$ cat src/rtl/usb_rx_pkg.sv
// USB receive decoder shared types: line states, FSM states, D+/D- encodings.
// Latency: n/a (types and a pure combinational helper only).
// Backpressure: n/a.
package usb_rx_pkg;

    // Classified line state for one bit-centre sample
    typedef enum logic [1:0] {
        LS_J,
        LS_K,
        LS_SE0,
        LS_SE1
    } line_state_t;

    // Receive FSM states
    typedef enum logic [1:0] {
        IDLE,
        ACTIVE,
        EOP_WAIT,
        ABORT
    } rx_state_t;

    // Line encodings as {dp, dm}
    localparam logic [1:0] LINE_J   = 2'b10;
    localparam logic [1:0] LINE_K   = 2'b01;
    localparam logic [1:0] LINE_SE0 = 2'b00;
    localparam logic [1:0] LINE_SE1 = 2'b11;

    // Map the synchronized D+/D- pair to a line state
    function automatic line_state_t classify_line(input logic dp, input logic dm);
        line_state_t ls;
        case ({dp, dm})
            LINE_J:   ls = LS_J;
            LINE_K:   ls = LS_K;
            LINE_SE0: ls = LS_SE0;
            default:  ls = LS_SE1;
        endcase
        return ls;
    endfunction

endpackage

$ cat src/rtl/usb_rx_deser.sv
// LSB-first 8-bit deserializer with wrap-around bit counter and synchronous clear.
// Latency: byte_valid/rx_byte update one cycle after the 8th shift_en.
// Backpressure: none; every shift_en is consumed, clr drops any partial byte.
module usb_rx_deser
    import usb_rx_pkg::*;
(
    input  logic       clk,
    input  logic       rst,
    input  logic       shift_en,
    input  logic       bit_in,
    input  logic       clr,
    output logic [7:0] rx_byte,
    output logic       byte_valid
);

    logic [7:0] sr_q,   sr_d;
    logic [2:0] cnt_q,  cnt_d;
    logic [7:0] byte_q, byte_d;
    logic       bv_q,   bv_d;

    // Next-state: shift new bit in at the MSB so the first bit ends up at bit 0
    always_comb begin
        sr_d   = sr_q;
        cnt_d  = cnt_q;
        byte_d = byte_q;
        bv_d   = 1'b0;
        if (clr) begin
            sr_d  = 8'h00;
            cnt_d = 3'd0;
        end else if (shift_en) begin
            sr_d  = {bit_in, sr_q[7:1]};
            cnt_d = cnt_q + 3'd1;
            if (cnt_q == 3'd7) begin
                byte_d = {bit_in, sr_q[7:1]};
                bv_d   = 1'b1;
            end
        end
    end

    // Deserializer state registers
    always_ff @(posedge clk or posedge rst) begin
        if (rst) begin
            sr_q   <= 8'h00;
            cnt_q  <= 3'd0;
            byte_q <= 8'h00;
            bv_q   <= 1'b0;
        end else begin
            sr_q   <= sr_d;
            cnt_q  <= cnt_d;
            byte_q <= byte_d;
            bv_q   <= bv_d;
        end
    end

    assign rx_byte    = byte_q;
    assign byte_valid = bv_q;

endmodule

$ cat src/rtl/usb_rx_decoder.sv
// USB receive line decoder: line classify, NRZI decode, destuff, deserialize, EOP/error detect.
// Latency: all outputs registered, pulses appear the cycle after the strobe sample.
// Backpressure: none; the line is sampled only on shift_strobe and never stalled.
module usb_rx_decoder
    import usb_rx_pkg::*;
#(
    parameter int STUFF_LEN    = 6,
    parameter int EOP_SE0_BITS = 2
) (
    input  logic       clk,
    input  logic       rst,
    input  logic       dp_in,
    input  logic       dm_in,
    input  logic       shift_strobe,
    output logic       bit_out,
    output logic       bit_valid,
    output logic [7:0] rx_byte,
    output logic       byte_valid,
    output logic       rx_active,
    output logic       eop,
    output logic       stuff_err,
    output logic       line_err
);

    localparam int ONES_W = $clog2(STUFF_LEN + 1);
    localparam int SE0_W  = (EOP_SE0_BITS < 1) ? 1 : $clog2(EOP_SE0_BITS + 1);
    localparam logic [ONES_W-1:0] STUFF_MAX = ONES_W'(STUFF_LEN);
    localparam logic [SE0_W-1:0]  SE0_MAX   = SE0_W'(EOP_SE0_BITS);

    rx_state_t         state_q,     state_d;
    line_state_t       prev_q,      prev_d;
    logic [ONES_W-1:0] ones_q,      ones_d;
    logic [SE0_W-1:0]  se0_q,       se0_d;
    logic              rx_active_q, rx_active_d;
    logic              bit_out_q,   bit_out_d;
    logic              bit_valid_q, bit_valid_d;
    logic              eop_q,       eop_d;
    logic              stuff_err_q, stuff_err_d;
    logic              line_err_q,  line_err_d;

    line_state_t       ls;
    logic              dec_bit;
    logic              shift_en;
    logic              deser_clr;

    assign ls = classify_line(dp_in, dm_in);

    // Next-state and output decode; only acts on a strobe sample.
    // The SYNC pattern's trailing 1 counts toward the ones run, as on the wire.
    always_comb begin
        state_d     = state_q;
        prev_d      = prev_q;
        ones_d      = ones_q;
        se0_d       = se0_q;
        rx_active_d = rx_active_q;
        bit_out_d   = bit_out_q;
        bit_valid_d = 1'b0;
        eop_d       = 1'b0;
        stuff_err_d = 1'b0;
        line_err_d  = 1'b0;
        shift_en    = 1'b0;
        deser_clr   = 1'b0;
        // NRZI: no transition decodes as 1
        dec_bit     = (ls == prev_q);

        if (shift_strobe) begin
            case (state_q)
                IDLE: begin
                    // Only a K (J->K transition) starts a packet; it is data bit 0
                    if (ls == LS_K) begin
                        state_d     = ACTIVE;
                        rx_active_d = 1'b1;
                        prev_d      = LS_K;
                        bit_out_d   = 1'b0;
                        bit_valid_d = 1'b1;
                        shift_en    = 1'b1;
                        ones_d      = '0;
                    end
                end

                ACTIVE: begin
                    case (ls)
                        LS_J, LS_K: begin
                            prev_d = ls;
                            if (ones_q == STUFF_MAX) begin
                                if (!dec_bit) begin
                                    // Stuffed zero: drop it silently
                                    ones_d = '0;
                                end else begin
                                    stuff_err_d = 1'b1;
                                    state_d     = ABORT;
                                    rx_active_d = 1'b0;
                                    deser_clr   = 1'b1;
                                    se0_d       = '0;
                                end
                            end else begin
                                bit_out_d   = dec_bit;
                                bit_valid_d = 1'b1;
                                shift_en    = 1'b1;
                                ones_d      = dec_bit ? (ones_q + ONES_W'(1)) : '0;
                            end
                        end
                        LS_SE0: begin
                            state_d = EOP_WAIT;
                            se0_d   = SE0_W'(1);
                        end
                        default: begin
                            line_err_d  = 1'b1;
                            state_d     = ABORT;
                            rx_active_d = 1'b0;
                            deser_clr   = 1'b1;
                            se0_d       = '0;
                        end
                    endcase
                end

                EOP_WAIT: begin
                    if (ls == LS_SE0) begin
                        if (se0_q < SE0_MAX) begin
                            se0_d = se0_q + SE0_W'(1);
                        end
                    end else if (ls == LS_J && se0_q >= SE0_MAX) begin
                        eop_d       = 1'b1;
                        state_d     = IDLE;
                        rx_active_d = 1'b0;
                        prev_d      = LS_J;
                        ones_d      = '0;
                        se0_d       = '0;
                        deser_clr   = 1'b1;
                    end else begin
                        // Short SE0 run, K after SE0, or SE1
                        line_err_d  = 1'b1;
                        state_d     = ABORT;
                        rx_active_d = 1'b0;
                        deser_clr   = 1'b1;
                        se0_d       = '0;
                    end
                end

                default: begin
                    // ABORT: se0_q acts as a "seen SE0" flag; SE0 then J recovers
                    rx_active_d = 1'b0;
                    if (ls == LS_SE0) begin
                        se0_d = SE0_W'(1);
                    end else if (ls == LS_J && se0_q != '0) begin
                        state_d   = IDLE;
                        prev_d    = LS_J;
                        ones_d    = '0;
                        se0_d     = '0;
                        deser_clr = 1'b1;
                    end else begin
                        se0_d = '0;
                    end
                end
            endcase
        end
    end

    // FSM state and registered outputs
    always_ff @(posedge clk or posedge rst) begin
        if (rst) begin
            state_q     <= IDLE;
            prev_q      <= LS_J;
            ones_q      <= '0;
            se0_q       <= '0;
            rx_active_q <= 1'b0;
            bit_out_q   <= 1'b0;
            bit_valid_q <= 1'b0;
            eop_q       <= 1'b0;
            stuff_err_q <= 1'b0;
            line_err_q  <= 1'b0;
        end else begin
            state_q     <= state_d;
            prev_q      <= prev_d;
            ones_q      <= ones_d;
            se0_q       <= se0_d;
            rx_active_q <= rx_active_d;
            bit_out_q   <= bit_out_d;
            bit_valid_q <= bit_valid_d;
            eop_q       <= eop_d;
            stuff_err_q <= stuff_err_d;
            line_err_q  <= line_err_d;
        end
    end

    usb_rx_deser u_deser (
        .clk        (clk),
        .rst        (rst),
        .shift_en   (shift_en),
        .bit_in     (dec_bit),
        .clr        (deser_clr),
        .rx_byte    (rx_byte),
        .byte_valid (byte_valid)
    );

    assign bit_out   = bit_out_q;
    assign bit_valid = bit_valid_q;
    assign rx_active = rx_active_q;
    assign eop       = eop_q;
    assign stuff_err = stuff_err_q;
    assign line_err  = line_err_q;

endmodule

$ cat config.mk
export PLATFORM = sky130hd
export DESIGN_NAME = usb_rx_decoder
export DESIGN_NICKNAME = d
export VERILOG_FILES = /design/src/rtl/usb_rx_pkg.sv /design/src/rtl/usb_rx_deser.sv /design/src/rtl/usb_rx_decoder.sv
export SDC_FILE = /design/constraint.sdc
export NUM_CORES = 1
export LEC_CHECK = 0
export BUFFER_PORTS_ARGS = -buffer_cell sky130_fd_sc_hd__buf_2
export CELL_PAD_IN_SITES_DETAIL_PLACEMENT = 2
export CELL_PAD_IN_SITES_GLOBAL_PLACEMENT = 2
export CORE_ASPECT_RATIO = 1.2
export CORE_MARGIN = 2
export CORE_UTILIZATION = 35
export CTS_CLUSTER_SIZE = 10
export DETAILED_ROUTE_END_ITERATION = 10
export PLACE_DENSITY = 0.72
export SYNTH_ARGS = -nofsm -noshare
export SYNTH_HDL_FRONTEND = slang
export SYNTH_SLANG_ARGS = --single-unit
export TNS_END_PERCENT = 20
$ cat constraint.sdc
create_clock -name clk -period 4.2 [get_ports clk]
set_input_delay 0.21 -clock clk [delete_from_list [all_inputs] [get_ports clk]]
set_output_delay 0.21 -clock clk [all_outputs]
set_load 0.02 [all_outputs]
==> results.sh <==
export IMPL_syn_avg_cell_area_um2=10.2
export IMPL_cts_clk_slew_worst_paths_ns=0.07
export IMPL_cp_slowest_cell="dfrtp_1"
export IMPL_path_delay_family="simple AND/OR/NAND/NOR gates"
export IMPL_drcViolationCount=0
export IMPL_track_usage=0.179
export IMPL_start_kind="register"
export IMPL_ant_nets=0
export IMPL_synth_edf_count=0
export IMPL_synth_cell_type_count=35
export IMPL_ys_seq_area_frac=0.475
export IMPL_reg2reg_slack_ns=1.47
export IMPL_power_frac_comb=0.378
export IMPL_crit_arrival_ns=2.89
export IMPL_ctsResizeCount=0
export IMPL_dr_pass1_iters=4
export IMPL_finalHoldViolCount=0
export IMPL_grt_max_degree=35
export IMPL_drive_above_1_share=0.216
export IMPL_p_sw_frac=0.392
export IMPL_clk_path_buf_depth=2
export IMPL_ys_flop_type="dfrtp_1"
export IMPL_h_tree_depth=2
export IMPL_worstSetupEndpointType="register"
export IMPL_cts_hold_buf=0
export IMPL_finalCritPeriodShare=0.649
export IMPL_cts_tree="built"
export IMPL_post_cts_setup_buffer_count=0
export IMPL_ys_async_sr_fraction=1.00
export IMPL_crit_chain="inv_1, ha_1, nand2_1, o21ai_0, nand2_1, inv_1, nand3b_4, mux2_2"
export IMPL_fmax_mhz=367
export IMPL_worstPathRequired_ns=4.36
export IMPL_cts_root_buf="clkbuf_8"
export IMPL_cts_sinks=34
export IMPL_fin_skew_ns=0.00282
export IMPL_yosys_area_top_type="dfrtp_1"
export IMPL_setup_violations=0
export IMPL_total_leakage_power_nw=1.07
export IMPL_die_y_um=82.4
export IMPL_clock_latency_ns=0.28
export IMPL_synth_area_um2=1790
export IMPL_die_w_um=69.3
export IMPL_layout_min_cycle_time_ns=2.73
export IMPL_sequentialPowerShare=0.412
export IMPL_multiInputGateArea_um2=871
export IMPL_timing_rr_end="u_deser.rx_byte[5]"
export IMPL_overflow=0
export IMPL_yosys_area_top_type_share=0.475
export IMPL_r2r_start="state_q[1]"
export IMPL_antenna_cells=0
export IMPL_place_congestion=0.748
export IMPL_ir_drop_mv=0.189
export IMPL_fin_setup_tns_ns=0
export IMPL_wl_per_cell_um=17.4
export IMPL_p_clk_frac=0.210
export IMPL_initialDrtViolationCount=36
export IMPL_nets=220
export IMPL_switchingPower_w=0.000422
export IMPL_seq_area_um2=851
export IMPL_io_buffers=19
export IMPL_grt_first_pass_wirelength_um=8010
export IMPL_synth_area_leaders="dfrtp_1 47%, ha_1 11%, mux2_2 6.9%, nand2_1 6.7%, a21oi_1 4.5%"
export IMPL_avgViaCountPerCell=5.29
export IMPL_yosysWarnings=0
export IMPL_worst_slew_pin_slew_ns=0.524
export IMPL_antenna_found_initial=0
export IMPL_hold_path_class="in2async"
export IMPL_internal_power_w=0.000654
export IMPL_die_area_um2=5710
export IMPL_cellPowerDensity_nw_per_um2=530
export IMPL_syn_num_nets=197
export IMPL_worstRegToRegCells=8
export IMPL_slowest_delay_ns=0.43
export IMPL_synth_cells=176
export IMPL_area_growth_pct=13.3
export IMPL_initial_core_util=0.363
export IMPL_grt_pass1_vias=1583
export IMPL_relSlewSlack=0.647
export IMPL_ys_ff_latch=34
export IMPL_core_um2=4940
export IMPL_crit_path_max_fanout=12
export IMPL_routed_wl_um=4500
export IMPL_place_hpwl_um=3470
export IMPL_crit_buf_inv=2
export IMPL_cts_buffers=5
export IMPL_critPathKind="reg2reg"
export IMPL_drv_slew=0
export IMPL_fillers=546
export IMPL_status="complete, no violations"
export IMPL_rows=28
export IMPL_drv_cap=0
export IMPL_vias=1370
export IMPL_finalPower_w=0.00108
export IMPL_pin_count=20
export IMPL_rsz0062_at_grt="false"
-- power by group through the flow --
stage / clock [W] / combinational [W] / sequential [W]
detailed placement: 0 / 0.000408 / 0.000451
global placement: 0 / 0.000376 / 0.000441
finish: 0.000226 / 0.000407 / 0.000443
global route: 0.000254 / 0.000469 / 0.000454
floorplan: 0 / 0.000286 / 0.000448
CTS: 0.000238 / 0.000415 / 0.000444
-- final cells by class --
class / instances / area share
multi-input cells: 124 / 0.429
flip-flops and latches: 34 / 0.419
repair buffers: 20 / 0.0505
well taps: 60 / 0.0370
clock buffers: 5 / 0.0339
inverters: 14 / 0.0259
clock inverters: 2 / 0.00493
-- kinds of logic after synthesis --
| logic type | count (synthesis) | synth area share |
|---|---|---|
| AND/OR/NAND/NOR | 59 | 0.168 |
| AO/OA/AOI/OAI | 36 | 0.127 |
| flip-flops | 34 | 0.475 |
| buffers and inverters | 18 | 0.0398 |
| adder cells (fa/ha/maj) | 16 | 0.112 |
| multiplexers | 11 | 0.0691 |
| XOR/XNOR | 2 | 0.00977 |
-- layer usage --
metal  global-route usage  up-vias  share of wire
met1                0.191      696           0.40
li1                     -      646              -
met4               0.0471        0          0.010
met5                    0        -              0
met2                0.364       23           0.57
met3               0.0303        5          0.024
-- cells in the final DEF, fill, tap and decap left out, types with 2 or more instances in the layout --
master / n
nand3_1: 4
clkbuf_8: 5
and2_1: 3
nand4_1: 2
mux2_2: 11
and3b_1: 2
nand2_1: 32
buf_2: 19
a21oi_1: 16
a31oi_1: 2
o21ai_0: 7
clkinv_2: 2
xnor2_1: 2
nand2b_1: 3
inv_1: 14
nor2_1: 4
or4_1: 2
nor2b_1: 2
ha_1: 16
dfrtp_1: 34
-- worst register-to-register path: cells and delay by family, from the launching register on --
family | cells | cell delay, ns
AO/OA/AOI/OAI | 1 | 0.22
adder cells (fa/ha/maj) | 1 | 0.40
buffers and inverters | 2 | 0.54
flip-flops | 1 | 0.43
multiplexers | 1 | 0.33
AND/OR/NAND/NOR | 3 | 0.70
-- worst max-delay path by stage --
| stage | startpoint | to | slack [ns] | cells past startpoint |
|---|---|---|---|---|
| floorplan | dp_in | u_deser.rx_byte[0] | 2.17 | 7 |
| CTS | state_q[1] | u_deser.rx_byte[3] | 1.41 | 8 |
| detailed placement | state_q[1] | u_deser.rx_byte[3] | 1.43 | 8 |
| finish | state_q[1] | u_deser.rx_byte[5] | 1.47 | 8 |
| global placement | dp_in | u_deser.rx_byte[6] | 1.60 | 8 |
| global route | state_q[1] | u_deser.rx_byte[7] | 1.09 | 8 |
-- cell usage after synthesis, types with 2 or more instances --
master and instances:
nor2_1 4, xnor2_1 2, buf_2 3, o21ai_0 7
a31oi_1 2, nand4_1 2, ha_1 16, nand3_1 4
a21oi_1 16, and3b_1 2, nor2b_1 2, or4_1 2
dfrtp_1 34, inv_1 14, and2_1 3, nand2_1 32
nand2b_1 3, mux2_2 11
-- registers in the layout, indices dropped and copies added, names as in the netlist --
signal and count:
u_deser.byte_valid 1, ones_q 3, rx_active 1, bit_out 1, bit_valid 1, u_deser.cnt_q 3, line_err 1, u_deser.rx_byte 8
state_q 2, stuff_err 1, eop 1, prev_q 2, se0_q 2, u_deser.sr_q 7
-- metrics by stage --
stage | setup slack (ns) | cells | cell area [um^2] | util | hold slack, ns
6_report | 1.47 | 259 | 2030 | 0.411 | 0.0259
5_1_grt | 1.09 | 259 | 2030 | 0.411 | 0.0730
4_1_cts | 1.41 | 259 | 2030 | 0.411 | 0.0424
3_5_place_dp | 1.43 | 252 | 1950 | 0.395 | 0.346
3_3_place_gp | 1.60 | 252 | 1950 | 0.395 | 0.323
2_1_floorplan | 2.17 | 176 | 1790 | - | 0.352
Note: power is estimated with default switching activity, not from simulation.
